**config.mk**
```make
export PLATFORM = sky130hd
export DESIGN_NAME = ram_requester
export DESIGN_NICKNAME = d
export VERILOG_FILES = /design/src/rtl/ram_requester_pkg.sv /design/src/rtl/ram_rsp_fifo.sv /design/src/rtl/ram_requester.sv
export SDC_FILE = /design/constraint.sdc
export NUM_CORES = 1
export LEC_CHECK = 0
export BUFFER_PORTS_ARGS = -buffer_cell sky130_fd_sc_hd__buf_4
export CAP_MARGIN = 15
export CELL_PAD_IN_SITES_DETAIL_PLACEMENT = 1
export CELL_PAD_IN_SITES_GLOBAL_PLACEMENT = 1
export CORE_MARGIN = 3
export CORE_UTILIZATION = 25
export DETAILED_ROUTE_END_ITERATION = 10
export PLACE_DENSITY = 0.57
export SYNTH_ARGS = -nofsm -noshare
export SYNTH_HDL_FRONTEND = slang
export SYNTH_SLANG_ARGS = --single-unit
```
**constraint.sdc**
```tcl
create_clock -name clk -period 3.1 [get_ports clk]
set_input_delay 0.155 -clock clk [delete_from_list [all_inputs] [get_ports clk]]
set_output_delay 0.155 -clock clk [all_outputs]
set_load 0.03 [all_outputs]
```
**src/rtl/ram_requester_pkg.sv**
```systemverilog
// rtl/ram_requester_pkg.sv - shared widths and in-flight entry type for ram_requester
package ram_requester_pkg;

  localparam int DEFAULT_ADDR_WIDTH = 8;
  localparam int DEFAULT_DATA_WIDTH = 8;
  localparam int DEFAULT_RSP_DEPTH  = 4;

  typedef struct packed {
    logic valid;
    logic is_write;
  } inflight_t;

endpackage

```
**src/rtl/ram_rsp_fifo.sv**
```systemverilog
// rtl/ram_rsp_fifo.sv - first-word-fall-through response FIFO, power-of-two depth
module ram_rsp_fifo #(
  parameter int DATA_WIDTH = 8,
  parameter int RSP_DEPTH  = 4,
  localparam int PW = $clog2(RSP_DEPTH),
  localparam int CW = PW + 1
) (
  input  logic                  clk,
  input  logic                  rst_n,
  input  logic                  push,
  input  logic [DATA_WIDTH-1:0] push_data,
  input  logic                  pop,
  output logic [DATA_WIDTH-1:0] head_data,
  output logic                  not_empty,
  output logic [CW-1:0]         count
);

  logic [DATA_WIDTH-1:0] mem [RSP_DEPTH];
  logic [PW-1:0]         wr_ptr;
  logic [PW-1:0]         rd_ptr;
  logic                  do_push;
  logic                  do_pop;

  assign do_push   = push & (count != CW'(RSP_DEPTH));
  assign do_pop    = pop & (count != '0);
  assign head_data = mem[rd_ptr];
  assign not_empty = (count != '0);

  always_ff @(posedge clk) begin
    if (do_push) mem[wr_ptr] <= push_data;
  end

  // Pointers wrap naturally because the depth is a power of two.
  always_ff @(posedge clk or negedge rst_n) begin
    if (!rst_n) begin
      wr_ptr <= '0;
      rd_ptr <= '0;
      count  <= '0;
    end else begin
      if (do_push) wr_ptr <= wr_ptr + PW'(1);
      if (do_pop)  rd_ptr <= rd_ptr + PW'(1);
      case ({do_push, do_pop})
        2'b10:   count <= count + CW'(1);
        2'b01:   count <= count - CW'(1);
        default: count <= count;
      endcase
    end
  end

endmodule

```
**src/rtl/ram_requester.sv**
```systemverilog
// rtl/ram_requester.sv - initiator for a latency-2 synchronous RAM with credit-checked response FIFO
// RAM_REQUESTER_WRITE_ACK_EN: when defined, accepted writes return an in-order zero response.
module ram_requester
  import ram_requester_pkg::*;
#(
  parameter int ADDR_WIDTH = DEFAULT_ADDR_WIDTH,
  parameter int DATA_WIDTH = DEFAULT_DATA_WIDTH,
  parameter int RSP_DEPTH  = DEFAULT_RSP_DEPTH
) (
  input  logic                  clk,
  input  logic                  rst_n,
  input  logic                  req_valid,
  output logic                  req_ready,
  input  logic                  req_write,
  input  logic [ADDR_WIDTH-1:0] req_addr,
  input  logic [DATA_WIDTH-1:0] req_wdata,
  output logic                  rsp_valid,
  input  logic                  rsp_ready,
  output logic [DATA_WIDTH-1:0] rsp_rdata,
  output logic [ADDR_WIDTH-1:0] mem_addr,
  output logic [DATA_WIDTH-1:0] mem_data_in,
  output logic                  mem_write_en,
  input  logic [DATA_WIDTH-1:0] mem_data_out,
  output logic                  busy
);

  localparam int CW = $clog2(RSP_DEPTH) + 1;

  inflight_t             stage0;
  inflight_t             stage1;
  logic                  accept;
  logic                  track;
  logic [CW-1:0]         fifo_count;
  logic [CW:0]           used;
  logic                  fifo_not_empty;
  logic [DATA_WIDTH-1:0] fifo_head;
  logic [DATA_WIDTH-1:0] push_data;

  assign mem_addr     = req_addr;
  assign mem_data_in  = req_wdata;

  // Credit counts entries already queued plus responses still in the RAM pipeline.
  assign used         = {1'b0, fifo_count} + (CW+1)'(stage0.valid) + (CW+1)'(stage1.valid);
  assign req_ready    = rst_n & (used < (CW+1)'(RSP_DEPTH));
  assign accept       = req_valid & req_ready;
  assign mem_write_en = accept & req_write;

`ifdef RAM_REQUESTER_WRITE_ACK_EN
  assign track = accept;
`else
  assign track = accept & ~req_write;
`endif

  always_ff @(posedge clk or negedge rst_n) begin
    if (!rst_n) begin
      stage0 <= '0;
      stage1 <= '0;
    end else begin
      stage0 <= '{valid: track, is_write: req_write};
      stage1 <= stage0;
    end
  end

  assign push_data = stage1.is_write ? '0 : mem_data_out;

  ram_rsp_fifo #(
    .DATA_WIDTH (DATA_WIDTH),
    .RSP_DEPTH  (RSP_DEPTH)
  ) u_rsp_fifo (
    .clk       (clk),
    .rst_n     (rst_n),
    .push      (stage1.valid),
    .push_data (push_data),
    .pop       (rsp_valid & rsp_ready),
    .head_data (fifo_head),
    .not_empty (fifo_not_empty),
    .count     (fifo_count)
  );

  assign rsp_valid = fifo_not_empty;
  assign rsp_rdata = rsp_valid ? fifo_head : '0;
  assign busy      = stage0.valid | stage1.valid | rsp_valid;

endmodule

```
**Yosys cells after proc, flatten, opt, wreduce, memory -nomap -nowiden**

Memory sizes are Yosys's and may differ from the RTL's.
Cells that the tools add are included.

- Reduce and logical (&&, ||, !) cells: 2
- Multiplexer cells: 5
- Bitwise operators: 10
- Equal/unequal tests: 3
- Order comparisons: 1
- $add $sub $neg: 6

Operators by type and width:

| cell | count |
|---|---|
| two-way mux 8 bit | 2 |
| bitwise AND 1 bit | 7 |
| one-hot mux 3 bit (2 select lines) | 1 |
| adder 2 x 1 -> 2 bit (second input constant) | 2 |
| adder 3 x 1 -> 4 bit | 1 |
| adder 4 x 1 -> 4 bit | 1 |
| < comparator 4 x 3 -> 1 bit (second input constant) | 1 |
| adder 3 x 1 -> 3 bit (second input constant) | 1 |
| != test 3 bit (second input constant) | 1 |
| nonzero test 3 bit | 1 |
| subtractor 3 x 1 -> 3 bit (second input constant) | 1 |
| == test 2 x 1 -> 1 bit (second input constant) | 1 |
| == test 2 bit (second input constant) | 1 |
| two-way mux 1 bit | 2 |
| bitwise OR 1 bit | 2 |
| nonzero test 2 bit | 1 |
| NOT 1 bit | 1 |

- Register bits: 11
- Word-level logic and storage cells: 35
- Bits in writable memories: 32
- Bits of input ports: 29
- Output and inout bits: 28
- Memories: 1

Memory list:

| name | words | width | rd ports | clocked after memory_dff | write ports | RTL line | text |
|---|---|---|---|---|---|---|---|
| u_rsp_fifo.mem | 4 | 8 | 1 | 0 | 1 | ram_rsp_fifo.sv:18 | `logic [DATA_WIDTH-1:0] mem [RSP_DEPTH];` |

**Logic depth before layout (Yosys ltp)**

Gate-level depths: netlist (run 1).

- Word-level depth: 6
- Mapped depth: 9
- Mapped depth without buffers: 9

**Cells and area by module**

A second synthesis (run 1) with hierarchy kept.

- Cell total of the unflattened synthesis: 125
- Area, all modules: 1,989.4 um^2

By module, submodules not included:

| module | sequential area each (um^2) | instances | area each (um^2) | cells an instance |
|---|---|---|---|---|
| ram_rsp_fifo | 1,136.1 | 1 | 1,582.8 | 79 |
| ram_requester | 100.1 | 1 | 406.6 | 46 |

**Least setup slack after synthesis (run 1)**

No wires, ideal clock.

- Path type: register to register
- Start: reg u_rsp_fifo.count[0]
- End: reg u_rsp_fifo.count[2]
- Buffers on the path: 0
- Period minus slack after synthesis: 1,833 ps
- Data required time: 3,020 ps
- Cell stages (with the launch flop): 9
- Arrival time: 1,753 ps
- Setup time: 80 ps
- Setup slack: 1,267 ps
- Cell sequence: dfrtp_1 > o31a_1 > inv_1 > ha_1 > inv_1 > fa_1 > xor2_1 > nor2_1 > xnor2_1

- Cells in the longest elaborated chain, start to end: 5
- Elaborated cells on any way between the ends: 11
- Those cells by class: add/sub (2); eq/ne (3); mux (1); bitwise (3); reduce/logical (2)

Ends and longest elaborated chain:

| what | RTL line | text |
|---|---|---|
| from (decl) | ram_rsp_fifo.sv:15 | `output logic [CW-1:0] count` |
| from (signal assigned) | ram_rsp_fifo.sv:43 | `2'b10: count <= count + CW'(1);` |
| from (signal assigned) | ram_rsp_fifo.sv:44 | `2'b01: count <= count - CW'(1);` |
| from (signal assigned) | ram_rsp_fifo.sv:45 | `default: count <= count;` |
| nonzero test 3 bit | ram_rsp_fifo.sv:25, ram_rsp_fifo.sv:27 |  |
| bitwise AND 1 bit | ram_requester.sv:74 | `.pop (rsp_valid & rsp_ready),` |
| bitwise AND 1 bit | ram_rsp_fifo.sv:25 | `assign do_pop = pop & (count != '0);` |
| == test 2 x 1 -> 1 bit / == test 2 bit (equally long branches) | ram_rsp_fifo.sv:42 | `case ({do_push, do_pop})` |
| one-hot mux 3 bit (2 select lines) / nonzero test 2 bit (equally long branches) | n/a |  |

Several ways; a longest one is shown, not always the timed one.
A chain may end at the register's enable or synchronous reset.

**Final worst setup path (run 1)**

- Start: reg u_rsp_fifo.rd_ptr[0]
- End: out rsp_rdata[0]

- Cells in the longest elaborated chain, start to end: 2

Ends and longest elaborated chain:

| what | RTL line | text |
|---|---|---|
| from (decl) | ram_rsp_fifo.sv:20 | `logic [PW-1:0] rd_ptr;` |
| from (signal assigned) | ram_rsp_fifo.sv:41 | `if (do_pop) rd_ptr <= rd_ptr + PW'(1);` |
| memory (4 x 8 bit) | n/a |  |
| two-way mux 8 bit | ram_requester.sv:81 | `assign rsp_rdata = rsp_valid ? fifo_head : '0;` |
| to (decl) | ram_requester.sv:19 | `output logic [DATA_WIDTH-1:0] rsp_rdata,` |

Every way passes these cells.

==> impl_results.md, run 1 <==
- Die X: 94.45 µm
- Rows: 31
- Worst Hold Class: in -> reg
- Synth area leaders: edfxtp_1, dfrtp_1, mux4_2, buf_4, and2_1
- Total GRT Usage: 8.942%
- Worst slack, placed: slightly above 1000 ps
- Layout filler cell count: about 770
- N_diodes: 0
- # clock sinks: 43
- Cell Pwr Density: 859.1 nW/µm²
- Synth top area share: between 40% and 50%
- Worst Setup SP: u_rsp_fifo.rd_ptr[0]
- Yosys top cell by area: edfxtp_1
- Post-Syn Instances: 122
- Max-Cap Viols: 0
- Cell Count, Final, Fillers Out: ~240
- Hold Fails Final Rpt: 0
- Max incr delay on CP: 750 ps
- Final Cycle Share: 68.38%
- DP Wirelength: ~2.5 mm
- Die area: between 8000 and 9000 µm²
- Critical Path Sink Type: output port
- Yosys cell types: 24
- Hold Startpoint: req_valid
- Initial core utilization: 26.40%
- Placed Cells: between 200 and 250
- Final setup viols: 0
- Commonest non-fill, non-tap cell in the layout: edfxtp_1
- CTS max path bufs: 2
- Final Cell Area: 2245 µm²
- First-pass GRT wire length: 5.927 mm
- Critical path class: reg -> out
- Ports: 57
- Critical path cell sequence: mux4_2 -> and2_1 -> buf_4
- Status: finished, final reports clean
- Crit-path max FO: 10
- Unrepaired setup endpoints after global routing: false
- Syn Nets: 158
- Worst-path clk slew: 80 ps
- Vias in the first global route: 1135
- Commonest cells after routing, fill and taps aside: edfxtp_1, buf_4, and2_1, dfrtp_1
- CP startpoint kind: flop
- Syn. warnings: 0
- Area growth syn-to-layout: 14.78%
- Initial antenna violation count: 0
- Via density: 4.055
- Largest net degree at the start of global routing: 15
- Final slew viol count: 0
- Total power: 1928 µW
- Root Buffer: clkbuf_8
- Final nets: roughly 170
- Max Fclk: about 0.47 GHz
- # DRC: 0
- Initial DRC count: 55
- CTS Buf Count: 5
- CP arrival: 1960 ps
- Final worst slack: just under 1000 ps
- Slowest-stage cell, CP: dfrtp_1
- Die height: 94.45 µm
- CORE AREA: about 7400 µm²
- Post-layout min period: 2120 ps
- Routed WL: 3.455 mm
- Grt ovf: 0
- 1st-pass router iterations: 4
- Via count: approximately 960
- Lkg Pwr: 0.0008538 µW
- ANT nets after route: 0
- CTS tree: yes
- Post-synthesis sequential area ratio: between 60% and 70%
- H-tree levels: 2
- Worst r2r src: u_rsp_fifo.count[0]
- Seq cells post-synth: 43
- PortBufs: 24
- WL per Instance: 14.64 µm
- Syn Std Cell Area: 1956 µm²
- CP Data Required Time: 2940 ps
- Max-slew headroom: 58.11%
- Least-Margin Pin Slew: ~630 ps
- Post-Route Skew: roughly 2.9 ps
- Final Wtd Congestion: 0.6751
- Share of layout cells above drive strength 1: 30.66%
- Syn Area/Cell: 16.03 µm²
- Post-Place Cell Area: 2112 µm²
- Clock latency on the worst-skew pair: 290 ps
- VDD IR max: 0.0003302 V
- Setup TNS: 0 ps
-- area by class of cell --
type                            count  area [µm²]  share of cell area [%]
Clock buffer                        5       68.82                   3.066
Clock inverter                      3       43.79                   1.951
Inverter                            7       26.28                   1.171
Multi-Input combinational cell     53       545.5                   24.30
Sequential cell                    43        1236                   55.07
Tap cell                           99       123.9                   5.518
Timing Repair Buffer               26       200.2                   8.919
-- Yosys cell counts --
library cell	count
a21oi_1	1
edfxtp_1	32
nand3_1	1
ha_1	6
buf_6	2
buf_4	16
xnor2_1	4
xor2_1	2
or3_4	1
nor2b_1	8
mux2_2	1
fa_1	1
dfrtp_1	11
clkbuf_2	1
inv_1	7
nor2_1	1
mux4_2	8
or3_1	1
and3b_1	1
mux2i_1	1
o31a_1	1
and3_1	1
o211a_1	1
and2_1	13
-- worst max-delay path: cells and delay by family (launching register included) --
family / cells / cell delay, ps
multiplexers: 1 / 580
buffers and inverters: 1 / 160
AND/OR/NAND/NOR: 1 / 180
flip-flops: 1 / 750
-- layer usage --
metal  vias to the layer above  share of wire, %  global-route usage [%]  routed length, µm
met2                        34                49                   14.60               1700
met4                         0               2.2                   3.730                 75
met3                        13               6.5                   3.187                226
met5                         -                 0                       0                  0
met1                       469                42                   10.70               1453
li1                        441                 -                       -                  -
-- cell families (layout without fill, tap and decap cells) --
logic type      count (synthesis)  count (layout)  share of synthesized area (%)
flops                          43              43                          63.21
simple gates                   27              27                          8.829
buf+inv                        26              41                          8.893
mux                            10              10                          10.30
fa+ha+maj                       7               7                          4.862
xor+xnor                        6               6                          2.687
compound gates                  3               3                          1.215
-- through the flow --
| stage | util, % | hold WS (ps) |
|---|---|---|
| 6_report | 30.30 | 124.4 |
| 5_1_grt | 30.30 | 110.5 |
| 4_1_cts | 30.30 | 109.9 |
| 3_5_place_dp | 28.51 | 6.541 |
| 3_3_place_gp | 28.51 | 1.341 |
| 2_1_floorplan | - | -140.6 |
-- sequential cells by signal (all words and copies together) (netlist names) --
name and count:
u_rsp_fifo.mem 32, u_rsp_fifo.count 3, stage0 2, stage1 2, u_rsp_fifo.rd_ptr 2, u_rsp_fifo.wr_ptr 2
-- where the power goes --
group | internal (µW) | total, µW | switching, µW
Sequential | 689 | 794 | 105
Clock | 240 | 424 | 184
Combinational | 339 | 710 | 372
-- path summary, 6_finish.rpt --
kind,to,slack (ps),cells past startpoint
min in group asynchronous,u_rsp_fifo.count[1],230,2
hold reg to reg,stage1[0],360,0
setup / recovery,rsp_rdata[0],980,3
setup reg to reg,u_rsp_fifo.count[2],1040,8
hold / removal,stage0[1],120,2
max in group asynchronous,stage1[0],2720,2
-- repair_timing --
action                    4_1_cts  5_1_grt
hold endpoints to repair       12        0
hold buffers                    2        0
buffers inserted                0        0
resized for setup               0        0
(Power assumes the default switching activity.)
==> inputs of run 2 (changes only) <==
--- a/config.mk
+++ b/config.mk
@@ -5,6 +5,7 @@
 export SDC_FILE = /design/constraint.sdc
 export NUM_CORES = 1
 export LEC_CHECK = 0
+export ABC_AREA = 1
 export BUFFER_PORTS_ARGS = -buffer_cell sky130_fd_sc_hd__buf_4
 export CAP_MARGIN = 15
 export CELL_PAD_IN_SITES_DETAIL_PLACEMENT = 1
@@ -12,7 +13,7 @@
 export CORE_MARGIN = 3
 export CORE_UTILIZATION = 25
 export DETAILED_ROUTE_END_ITERATION = 10
-export PLACE_DENSITY = 0.57
+export PLACE_DENSITY = 0.62
 export SYNTH_ARGS = -nofsm -noshare
 export SYNTH_HDL_FRONTEND = slang
 export SYNTH_SLANG_ARGS = --single-unit
==> constraint.sdc (replaced) <==
create_clock -name clk -period 1.7 [get_ports clk]
set_input_delay 0.085 -clock clk [delete_from_list [all_inputs] [get_ports clk]]
set_output_delay 0.085 -clock clk [all_outputs]
set_load 0.03 [all_outputs]
==> run 2 against run 1 <==
  * First-iteration DRC count increased by 25%
  * Largest power group is now combinational logic
  * Hold slack got worse by 77 ps
  * Sequential share of layout area decreased by 9.6 points
  * Worst setup slack got worse by 940 ps
  * Via count increased by 56%
  * Largest cell class unchanged
==> impl_results.md, run 2 <==
- CP arrival: 1840 ps
- Grt ovf: 0
- RR Endpoint: u_rsp_fifo.count[2]
- Critical Path Most Common Cell: nand2_1
- Syn Std Cell Area: 2187 µm²
- Commonest non-fill, non-tap cell in the layout: inv_1
- Top reg by flops: u_rsp_fifo.mem
- Hold Fails Final Rpt: 0
- First-pass GRT wire length: 7.452 mm
- # clock sinks: 43
- Commonest register cell after synthesis: edfxtp_1
- Post-Route Skew: 7.658 ps
- Cell Count, Final, Fillers Out: 369
- Worst r2r src: u_rsp_fifo.count[1]
- Layout filler cell count: 976
- Synth area leaders: edfxtp_1, dfrtp_1, inv_1, nand2_1, buf_4
- WL per Instance: roughly 13 µm
- DP Wirelength: 3.407 mm
- Crit-path max FO: 3
- Post-Syn Instances: 233
- Area growth syn-to-layout: 24.31%
- Via density: ~4.0
- Async S/R FF share, synth: between 20% and 30%
- VDD IR max: 0.0003417 V
- Initial antenna violation count: 0
- Worst slack, placed: -53.64 ps
- Post-Place Cell Area: 2425 µm²
- Vias in the first global route: 1537
- ANT nets after route: 0
- Yosys cell types: 22
- Final worst slack: 43.48 ps
- Post-synthesis sequential area ratio: 56.52%
- CP startpoint kind: flop
- Worst Setup SP: u_rsp_fifo.count[1]
- CTS Buf Count: 5
- Reg2reg setup slack: roughly 43 ps
- Max Fclk: 0.6037 GHz
- Routed WL: 4.696 mm
- Unrepaired setup endpoints after global routing: true
- Max-slew headroom: 75.18%
- Initial DRC count: 69
- Final Wtd Congestion: ~0.72
- Seq cells post-synth: 43
- Post-layout min period: 1657 ps
- N_diodes: 0
- Least-Margin Pin Slew: 371.9 ps
- Via count: 1489
- Final setup viols: 0
- Final nets: 299
- Share of layout cells above drive strength 1: 29.17%
- # DRC: 0
- PortBufs: 24
- H-tree levels: 2
- CORE AREA: 8341 µm²
- Yosys top cell by area: edfxtp_1
- Largest net degree at the start of global routing: 18
- Rows: 33
- Final Cell Area: 2719 µm²
- Worst Setup EP: u_rsp_fifo.count[2]
- R2R cell count: 10
- Syn Area/Cell: approximately 9.4 µm²
- Count leader, synth: inv_1
- Slowest-stage cell, CP: fa_2
- Total GRT Usage: under 10%
- Biggest regs: u_rsp_fifo.mem (32), u_rsp_fifo.count (3)
- Lkg Pwr: ~0.0013 µW
- Most common library cells after synthesis: inv_1, nand2_1, edfxtp_1
- Syn Nets: 269
- Clock latency on the worst-skew pair: 290 ps
- Commonest cells after routing, fill and taps aside: inv_1, nand2_1, buf_4, edfxtp_1, nand3_1
- Die area: 9906 µm²
- Placed Cells: 352
- Max incr delay on CP: 410 ps
- Syn. warnings: 0
- Critical path cell sequence: inv_2 -> nand3_4 -> nand2_4 -> ha_4 -> inv_4 -> fa_2 -> nand2_2 -> nand3_2 -> nand2_1 -> nand2_1
- Max reg flops: 32
- 1st-pass router iterations: 4
- CP Data Required Time: 1890 ps
- Final Cycle Share: 97.44%
- Final slew viol count: 0
- Critical path class: reg -> reg
- Worst-path clk slew: 80 ps
- Status: finished, final reports clean
- Initial core utilization: 26.22%
- Ports: between 50 and 60
- Max-Cap Viols: 0
- Cell Pwr Density: 1627 nW/µm²
- Critical Path Sink Type: flop
- Die X: 99.53 µm
- Root Buffer: clkbuf_8
- Synth top area share: 43.94%
- CTS tree: yes
- Post-synth EDFFs: 32
- CTS max path bufs: 2
- Hold Path Depth: 3
- Die height: 99.53 µm
- Worst Hold Class: in -> reg
[run 2: changes by cell type after synthesis, sizes merged, moves of 7 or more]
cell,delta
nand3,+22
nor2,+15
nor2b,-8
nand2,+50
a21oi,+7
inv,+52
mux4,-8
and2,-13
[run 2: stage by stage]
step,hold slack (ps),util [%],power [µW],TNS [ps]
after floorplan,-210.6,-,2742,0
after global placement,-66.97,29.07,3240,0
final,47.39,32.60,4423,0
after global routing,34.65,32.60,4715,-68.48
after detailed placement,-64.20,29.07,3298,-65.40
after CTS,22.39,31.67,4350,-21.27
[run 2: how the worst min path moves through the flow]
| stage | to | slack (ps) | from |
|---|---|---|---|
| 3_3_place_gp | u_rsp_fifo.count[1] | -70 | rst_n |
| 5_1_grt | stage0[1] | 30 | req_valid |
| 3_5_place_dp | u_rsp_fifo.count[1] | -60 | rst_n |
| 2_1_floorplan | stage0[0] | -210 | rst_n |
| 4_1_cts | stage0[1] | 20 | req_valid |
| 6_report | stage0[1] | 50 | req_valid |
[run 2: kinds of logic after synthesis]
kind of cell | count (synthesis) | share of synthesized area, %
simple gates | 90 | 17.45
buf+inv | 80 | 18.08
flops | 43 | 56.52
compound gates | 11 | 2.803
fa+ha+maj | 7 | 4.348
xor+xnor | 2 | 0.8011
[run 2: routing by layer]
metal  vias up  share of wire, %  wire length, µm  GRT usage (%)
met3         9               2.7              128          1.964
met4         0               3.2              151          5.777
met5         -                 0                0              0
met1       701                42             1950          10.85
li1        752                 -                -              -
met2        27                53             2466          17.36
[run 2: power by group]
| group | internal [µW] | switching (µW) |
|---|---|---|
| sequential | 1260 | 119 |
| clock | 586 | 349 |
| combinational | 836 | 1280 |
| total | 2680 | 1750 |
[run 2: cell type report]
cell class	instances	area, µm²	area share (%)
Sequential cell	43	1237	45.51
Multi-Input combinational cell	110	641.9	23.61
Clock buffer	5	68.82	2.531
Clock inverter	3	67.56	2.485
Tap cell	105	131.4	4.832
Inverter	59	229.0	8.422
Timing Repair Buffer	44	342.8	12.61
[run 2: worst max-delay path, delay by kind of cell (launching register included)]
family	cells	cell delay (ps)
fa+ha+maj	2	560
buf+inv	2	170
flops	1	390
simple gates	6	440
[run 2: repair_timing]
item / CTS / global route
pin swaps: 3 / 8
endpoints found under the setup margin: 5 / 4
buffers inserted: 4 / 3
endpoints found under the hold margin: 13 / 0
gates resized for setup: 7 / 18
hold buffers: 2 / 0
==> inputs of run 3 (changes only) <==
--- a/config.mk
+++ b/config.mk
@@ -11,9 +11,9 @@
 export CELL_PAD_IN_SITES_DETAIL_PLACEMENT = 1
 export CELL_PAD_IN_SITES_GLOBAL_PLACEMENT = 1
 export CORE_MARGIN = 3
-export CORE_UTILIZATION = 25
+export CORE_UTILIZATION = 35
 export DETAILED_ROUTE_END_ITERATION = 10
-export PLACE_DENSITY = 0.62
+export PLACE_DENSITY = 0.8
 export SYNTH_ARGS = -nofsm -noshare
 export SYNTH_HDL_FRONTEND = slang
 export SYNTH_SLANG_ARGS = --single-unit
==> run 3 against run 2 <==
  * The run now ends with setup timing left
  * Design area down 1.9%
  * Clock-buffer cell count unchanged
  * Highest routed layer unchanged
  * Hold slack better by 6.7 ps
  * Via count up 3.8%
  * Fmax down 2.6%
  * Flip-flop and latch count unchanged
  * Clock skew about the same
  * Register-to-register slack worse by 30 ps
  * Clock power down 19%
  * Global-route usage up 4.1 points
  * Largest cell class unchanged
==> impl_results.md, run 3 (synthesis gave the netlist of run 2 again) <==
- Status: finished, violations left
- Failing checks: setup timing
- WP buf/inv: 2
- Ports: 57
- Final Cell Area: 2668 µm²
- Post-layout min period: 1701 ps
- Lkg Pwr: 0.001276 µW
- Critical path class: reg -> out
- Final Cycle Share: 100.1%
- Worst Hold Class: in -> reg
- Hold_ws: 54.13 ps
- Top sig layer: met4
- DP Wirelength: 3.344 mm
- Biggest regs: u_rsp_fifo.mem (32), u_rsp_fifo.count (3)
- PortBufs: 24
- Crit-path max FO: 10
- # clock sinks: 43
- Least-Margin Pin Slew: between 300 and 400 ps
- Hold Fails Final Rpt: 0
- Die height: 85.05 µm
- Max reg flops: 32
- Area growth syn-to-layout: 21.97%
- Max-slew headroom: 76.06%
- Setup TNS: -1.144 ps
- H-tree levels: 2
- Final nets: 300
- WL per Instance: 14.55 µm
- Top reg by flops: u_rsp_fifo.mem
- # DRC: 0
- Clock latency on the worst-skew pair: 290 ps
- R2R cell count: 10
- Unrepaired setup endpoints after global routing: true
- Critical Path Sink Type: output port
- Max incr delay on CP: 440 ps
- Initial DRC count: between 70 and 80
- Grt ovf: 0
- Root Buffer: clkbuf_8
- CP Data Required Time: 1620 ps
- Worst slack, placed: -95.75 ps
- Metal2 WL: 2.797 mm
- CORE AREA: 5991 µm²
- Via count: approximately 1500
- Max-Cap Viols: 0
- Commonest cells after routing, fill and taps aside: inv_1, nand2_1, buf_4, edfxtp_1, nand3_1
- CTS max path bufs: 2
- Total power: 4351 µW
- Initial core utilization: 36.51%
- N_diodes: 0
- Final setup viols: 1
- Area occupied by multi-input gates: 644.4 µm²
- Routed WL: 4.948 mm
- Layout filler cell count: 685
- Reg2reg setup slack: 10 ps
- CTS Buf Count: 5
- CTS tree: yes
- ANT nets after route: 0
- Cell Pwr Density: 1631 nW/µm²
- Slowest-stage cell, CP: dfrtp_1
- Total GRT Usage: 13.92%
- First-pass GRT wire length: 7.810 mm
- Critical path's top delay family: flip-flops
- Rows: 28
- Die area: 7234 µm²
- Final Wtd Congestion: 0.7505
- Largest net degree at the start of global routing: 18
- Post-Route Skew: 7.309 ps
- Final worst slack: -1.144 ps
- Post-Place Cell Area: around 2400 µm²
- Via density: 4.544
- Commonest non-fill, non-tap cell in the layout: inv_1
- Share of layout cells above drive strength 1: between 20% and 30%
- CP arrival: approximately 1600 ps
- Hold Path Depth: 3
- Metal-1 WL: 1.804 mm
- Total stage count of the critical path: 5
- 1st-pass router iterations: 4
- Critical path cell sequence: buf_4 -> nand2_1 -> nand3_1 -> a21oi_1 -> buf_4
- Critical Path Most Common Cell: buf_4
- Seq. cell area: ~1200 µm²
- Vias in the first global route: 1648
- Initial antenna violation count: 0
- Die X: 85.05 µm
- Worst-path clk slew: 80 ps
- CP startpoint kind: flop
- Max Fclk: 0.5878 GHz
- Final slew viol count: 0
- Met3 WL: roughly 260 µm
- VDD IR max: about 0.00084 V
[run 3: final cells by class]
cell class / count / area share [%]
clock buffers: 5 / 2.580
inverters: 59 / 8.771
flip-flops and latches: 43 / 46.39
clock inverters: 3 / 1.454
multi-input cells: 110 / 24.16
well taps: 75 / 3.518
repair buffers: 45 / 13.13
[run 3: routing by layer]
metal | track usage, % | vias up
li1 | - | 760
met2 | 26.91 | 31
met4 | 4.892 | 0
met5 | 0 | -
met3 | 3.301 | 8
met1 | 14.44 | 746
[run 3: worst paths after layout]
path | from | endpoint
setup / recovery | u_rsp_fifo.rd_ptr[0] | rsp_rdata[1]
hold / removal | req_valid | stage0[1]
setup reg to reg | u_rsp_fifo.count[0] | u_rsp_fifo.count[2]
hold reg to reg | stage0[0] | stage1[0]
max in group asynchronous | rst_n | stage1[1]
min in group asynchronous | rst_n | u_rsp_fifo.count[0]
[run 3: power by group]
| group | internal (µW) | switching (µW) | leakage, µW |
|---|---|---|---|
| sequential | 1250 | 105 | 0.000427 |
| combinational | 867 | 1360 | 0.000793 |
| clock | 430 | 331 | 0.0000556 |
[run 3: worst reg2reg max path, stage by stage, from the launching register on]
cell     delay, ps
dfrtp_1        410
inv_2          140
nand3_4        110
nand2_4         80
ha_4           140
inv_4           40
fa_2           380
nand2_2         90
nand3_2         70
nand2_1         60
nand2_1         50
[run 3: repair_timing]
item / CTS / global route
pin swaps: 6 / 9
setup buffers: 3 / 3
setup endpoints to repair: 3 / 4
gates resized for setup: 8 / 20
hold buffers: 2 / 0
hold endpoints to repair: 13 / 0
[run 3: stage by stage]
| step | utilization (%) | cells |
|---|---|---|
| 2_1_floorplan | - | 233 |
| 3_3_place_gp | 40.10 | 324 |
| 3_5_place_dp | 40.10 | 324 |
| 4_1_cts | 43.30 | 337 |
| 5_1_grt | 44.53 | 340 |
| 6_report | 44.53 | 340 |
